[src/rtl/bus_oe_arbiter.sv]
// bus_oe_arbiter: round-robin owner of a shared 4-bit tristate bus driving 74173 m / g1_n pins
// clk      : clock, all state changes on posedge
// clr_n    : asynchronous active-low reset
// req      : per-bank bus request, level
// ld_req   : per-bank load request, sampled every cycle
// oe_n     : per-bank active-low output enable (74173 m)
// ld_n     : per-bank active-low load strobe (74173 g1_n), one cycle after ld_req
// grant    : one-hot current owner, always ~oe_n
// bus_busy : high while a grant or turnaround is in progress
module bus_oe_arbiter #(
   parameter int NUM_REQ    = 4,
   parameter int MIN_HOLD   = 2,
   parameter int MAX_GRANT  = 16,
   parameter int TURNAROUND = 1
) (
   input  logic               clk,
   input  logic               clr_n,
   input  logic [NUM_REQ-1:0] req,
   input  logic [NUM_REQ-1:0] ld_req,
   output logic [NUM_REQ-1:0] oe_n,
   output logic [NUM_REQ-1:0] ld_n,
   output logic [NUM_REQ-1:0] grant,
   output logic               bus_busy
);
   // grant counter must reach MIN_HOLD even when preemption is disabled
   localparam int GMAX = MIN_HOLD > MAX_GRANT ? MIN_HOLD : MAX_GRANT;
   localparam int CMAX = GMAX > TURNAROUND ? GMAX : TURNAROUND;
   localparam int CW   = $clog2(CMAX + 1);
   localparam int RW   = $clog2(NUM_REQ);
   typedef enum logic [1:0] {IDLE, GRANT, TURN} state_t;
   state_t        state;
   logic [RW-1:0] rr, win;
   logic [CW-1:0] cnt;
   logic          rel;
   // lowest-distance requester above rr wins: scan from farthest to nearest so the nearest overwrites
   always_comb begin
      win = rr;
      for (int i = NUM_REQ; i >= 1; i--)
         if (req[(int'(rr) + i) % NUM_REQ]) win = RW'((int'(rr) + i) % NUM_REQ);
   end
   assign rel = (!(|(req & grant)) && cnt >= CW'(MIN_HOLD)) ||
                (MAX_GRANT != 0 && cnt == CW'(MAX_GRANT) && |(req & ~grant));
   assign oe_n     = ~grant;
   assign bus_busy = state != IDLE;
   always_ff @(posedge clk or negedge clr_n) begin
      if (!clr_n) begin
         state <= IDLE;
         rr    <= RW'(NUM_REQ - 1);
         cnt   <= '0;
         grant <= '0;
         ld_n  <= '1;
      end else begin
         ld_n <= ~ld_req;
         case (state)
            IDLE:
               if (|req) begin
                  grant <= NUM_REQ'(1) << win;
                  rr    <= win;
                  cnt   <= CW'(1);
                  state <= GRANT;
               end
            GRANT:
               if (rel) begin
                  grant <= '0;
                  cnt   <= CW'(1);
                  state <= TURN;
               end else if (cnt < CW'(GMAX)) cnt <= cnt + 1'b1;
            TURN:
               if (cnt >= CW'(TURNAROUND)) begin
                  cnt   <= '0;
                  state <= IDLE;
               end else cnt <= cnt + 1'b1;
            default: state <= IDLE;
         endcase
      end
   end
endmodule

[config.mk]
export PLATFORM = sky130hd
export DESIGN_NAME = bus_oe_arbiter
export DESIGN_NICKNAME = d
export VERILOG_FILES = /design/src/rtl/bus_oe_arbiter.sv
export SDC_FILE = /design/constraint.sdc
export NUM_CORES = 1
export LEC_CHECK = 0
export ABC_CLOCK_PERIOD_IN_PS = 6200
export CAP_MARGIN = 5
export CORE_ASPECT_RATIO = 0.9
export CORE_MARGIN = 2
export CORE_UTILIZATION = 53
export CTS_CLUSTER_SIZE = 12
export DETAILED_ROUTE_END_ITERATION = 6
export PLACE_DENSITY = 0.86
export SLEW_MARGIN = 30
export SYNTH_ARGS = -nofsm -noshare
export SYNTH_HDL_FRONTEND = slang
export SYNTH_SLANG_ARGS = --single-unit
[constraint.sdc]
create_clock -name clk -period 6.2 [get_ports clk]
set_input_delay 1.24 -clock clk [delete_from_list [all_inputs] [get_ports clk]]
set_output_delay 1.24 -clock clk [all_outputs]
set_load 0.01 [all_outputs]
==> run_results.csv <==
group,metric,value,unit
status,status,"complete, no violations",
detailed_routing,drt_first_pass_iters,4,
power,p_leak,0.5873,nW
logic_synthesis,yosysWarnings,0,
timing,max_clock_freq,316.7,MHz
timing,fin_tns_setup,0,ns
final_layout,finalNetCount,153,
clock_tree,cts_root_buf,"clkbuf_4",
global_routing,gr-usage-all-layers,22.43,%
placed_design,place.gp.congestion,0.9129,
detailed_routing,via_per_inst,5.720,
clock_tree,hold_buffers,0,
setup_path,worst_setup_path_end_kind,"flop",
clock_tree,cts_setup_buffers,0,
timing,slew_violations,0,
timing,fin_crit,3.157,ns
timing,skew,0.004603,ns
power,clkPwrFrac,11.8,%
timing,tightest_slew,0.7570,ns
logic_synthesis,ys_types,36,
run,maxCapViolations,0,
timing,fin_crit_sh,50.93,%
die,initial_utilization,54.73,%
die,die_area,2307,um^2
detailed_routing,vias,921,
timing,rsz0062_at_grt,"false",
setup_path,crit_type,"input port to flop",
clock_tree,clk_pin_slew,0.11,ns
logic_synthesis,synthDominantCellAreaShare,26.80,%
clock_tree,cts-resized-gates,0,
detailed_routing,wire_per_inst,14.61,um
clock_tree,cts_buffers,3,
logic_synthesis,syn_area,1027,um^2
setup_path,worst-path-max-fanout,7,
logic_synthesis,ys.flop_type,"dfrtp_1",
setup_path,critPathArrivalTime,3.41,ns
final_layout,fin_area,1306,um^2
timing,hold_viol_final,0,
clock_tree,cts_sinks,17,
die,core-area,1877,um^2
detailed_routing,wl,2352,um
placed_design,hpwl,1772,um
power,worst_ir_drop_vdd,0.2467,mV
timing,slew_headroom,49.37,%
die,num_rows,15,
logic_synthesis,synth_edf_count,0,
clock_tree,cts_tree,"done",
placed_design,placed_area,1279,um^2
final_layout,layout-drive-gt1-share,10.29,%
setup_path,required,6.45,ns
setup_path,start_kind,"input port",
power,pwr-share-comb,54.8,%
clock_tree,clockBufferDepth,2,
detailed_routing,ant_nets,0,
die,design.portCount,23,
global_routing,grt-ovfl-total,0,
logic_synthesis,syn_avg_cell_area,9.339,um^2
power,p_switching,0.0002324,W
logic_synthesis,synth_area_leaders,"dfrtp_1, dfstp_2, ha_1",
power,switching_share,44.04,%
global_routing,grt_pass1_vias,817,
min_path,hp-class,"flop to flop",
logic_synthesis,yosysTopAreaCell,"dfrtp_1",
clock_tree,htree_levels,1,
logic_synthesis,yosys_register_bits,17,
global_routing,antenna_found_initial,0,
power,pwr_density_cell,404.0,nW/um^2
detailed_routing,drt_first_iter_violations,20,
power,p_int,0.0002953,W
placed_design,io_buffers,22,
logic_synthesis,syn_nets,126,
die,die_h,45.77,um
power,fin_total_pwr,0.0005277,W
final_layout,num_antenna_cells,0,
timing,setup_viol,0,
final_layout,area_growth,27.16,%
clock_tree,clock_latency,0.30,ns
die,die_width,50.41,um
logic_synthesis,synthArstFlopShare,100.0,%
global_routing,grt_pass1_wl,3815,um
global_routing,grt_start_max_net_pins,18,
logic_synthesis,syn_inst,110,
power,p_seq_share,33.4,%
detailed_routing,drc,0,
logic_synthesis,ys_seq_area_share,42.14,%
## path summary, 6_finish.rpt
check / cells past startpoint / start / endpoint / slack [ns]
min in group asynchronous: 1 / clr_n / cnt[3] / 1.37
max in group asynchronous: 1 / clr_n / grant[3] / 4.35
min: 2 / rr[0] / rr[0] / 0.51
max: 6 / req[0] / cnt[2] / 3.04
min reg2reg: 2 / rr[0] / rr[0] / 0.51
max reg2reg: 5 / cnt[1] / cnt[2] / 4.01
## stage by stage
| step | hold slack [ns] | cells | setup WS [ns] | utilization (%) |
|---|---|---|---|---|
| 2_1_floorplan | 0.4792 | 110 | 3.482 | - |
| 3_3_place_gp | 0.4952 | 157 | 2.846 | 68.13 |
| 3_5_place_dp | 0.5004 | 157 | 2.773 | 68.13 |
| 4_1_cts | 0.5166 | 161 | 3.078 | 69.60 |
| 5_1_grt | 0.5400 | 161 | 2.947 | 69.60 |
| 6_report | 0.5106 | 161 | 3.043 | 69.60 |
## routing by layer
metal | wire length [um] | share of wire (%) | global-route usage (%)
met5 | 0 | 0 | 0
met4 | 25 | 1.1 | 6.486
met3 | 91 | 3.9 | 3.947
met2 | 1183 | 50 | 38.95
met1 | 1052 | 45 | 29.17
## power by group through the flow
stage          combinational, W   clock, W  sequential [W]
2_1_floorplan          0.000193          0        0.000174
3_3_place_gp           0.000275          0        0.000175
3_5_place_dp           0.000285          0        0.000178
5_1_grt                0.000319  0.0000652        0.000180
6_report               0.000289  0.0000623        0.000176
4_1_cts                0.000286  0.0000628        0.000175
## critical path: stages
cell and delay, ns:
clkdlybuf4s50_1 0.53, nor2b_1 0.19, o41a_1 0.45, a211o_1 0.40, a2111oi_2 0.44, a221o_1 0.16
## area by class of cell
| cell class | instances | area (um^2) |
|---|---|---|
| inverter | 19 | 71.32 |
| sequential | 17 | 432.9 |
| clock buffer | 3 | 22.52 |
| clock inverter | 1 | 5.005 |
| tap | 25 | 31.28 |
| timing repair buffer | 22 | 220.2 |
| multi-input combinational | 74 | 523.0 |
| fill | 162 | 570.5 |
## registers in the layout, summed over array words and instances (netlist names)
signal / cells
cnt: 5
grant: 4
ld_n: 4
rr: 2
state: 2
## synthesized netlist by cell type, drive strengths merged (2+ instances only)
master   n
inv     19
dfrtp   11
nand2    7
dfstp    6
ha       6
o21ai    6
a22o     4
a31oi    4
nand3    4
nor2     4
a21oi    3
a22oi    3
nand2b   3
nor2b    3
nor4     3
a211o    2
a21o     2
and2b    2
nor3     2
## layout by cell type, fill, tap and decap left out, types with 2 or more instances in the layout
master            n
nor3_1            2
o21ai_0           5
a21o_1            2
dfstp_2           6
nor2b_1           3
nand3_1           4
nor2_1            4
ha_1              6
a31oi_1           4
a21oi_1           3
and2b_1           2
a22o_1            4
nand2_1           7
a211o_1           2
a22oi_1           3
nand2b_1          3
dfrtp_1          11
nor4_1            3
clkdlybuf4s50_1  22
clkbuf_4          3
inv_1            19
## kinds of logic (layout without fill, tap and decap cells)
group	after synthesis	count (layout)	share of synthesized area, %
adders and majority gates	6	6	7.308
and+or+nand+nor	33	33	17.18
AOI/OAI and AO/OA	33	33	24.36
DFF	17	17	42.14
muxes	2	2	2.071
buffers and inverters	19	45	6.943
(Power assumes the default switching activity.)
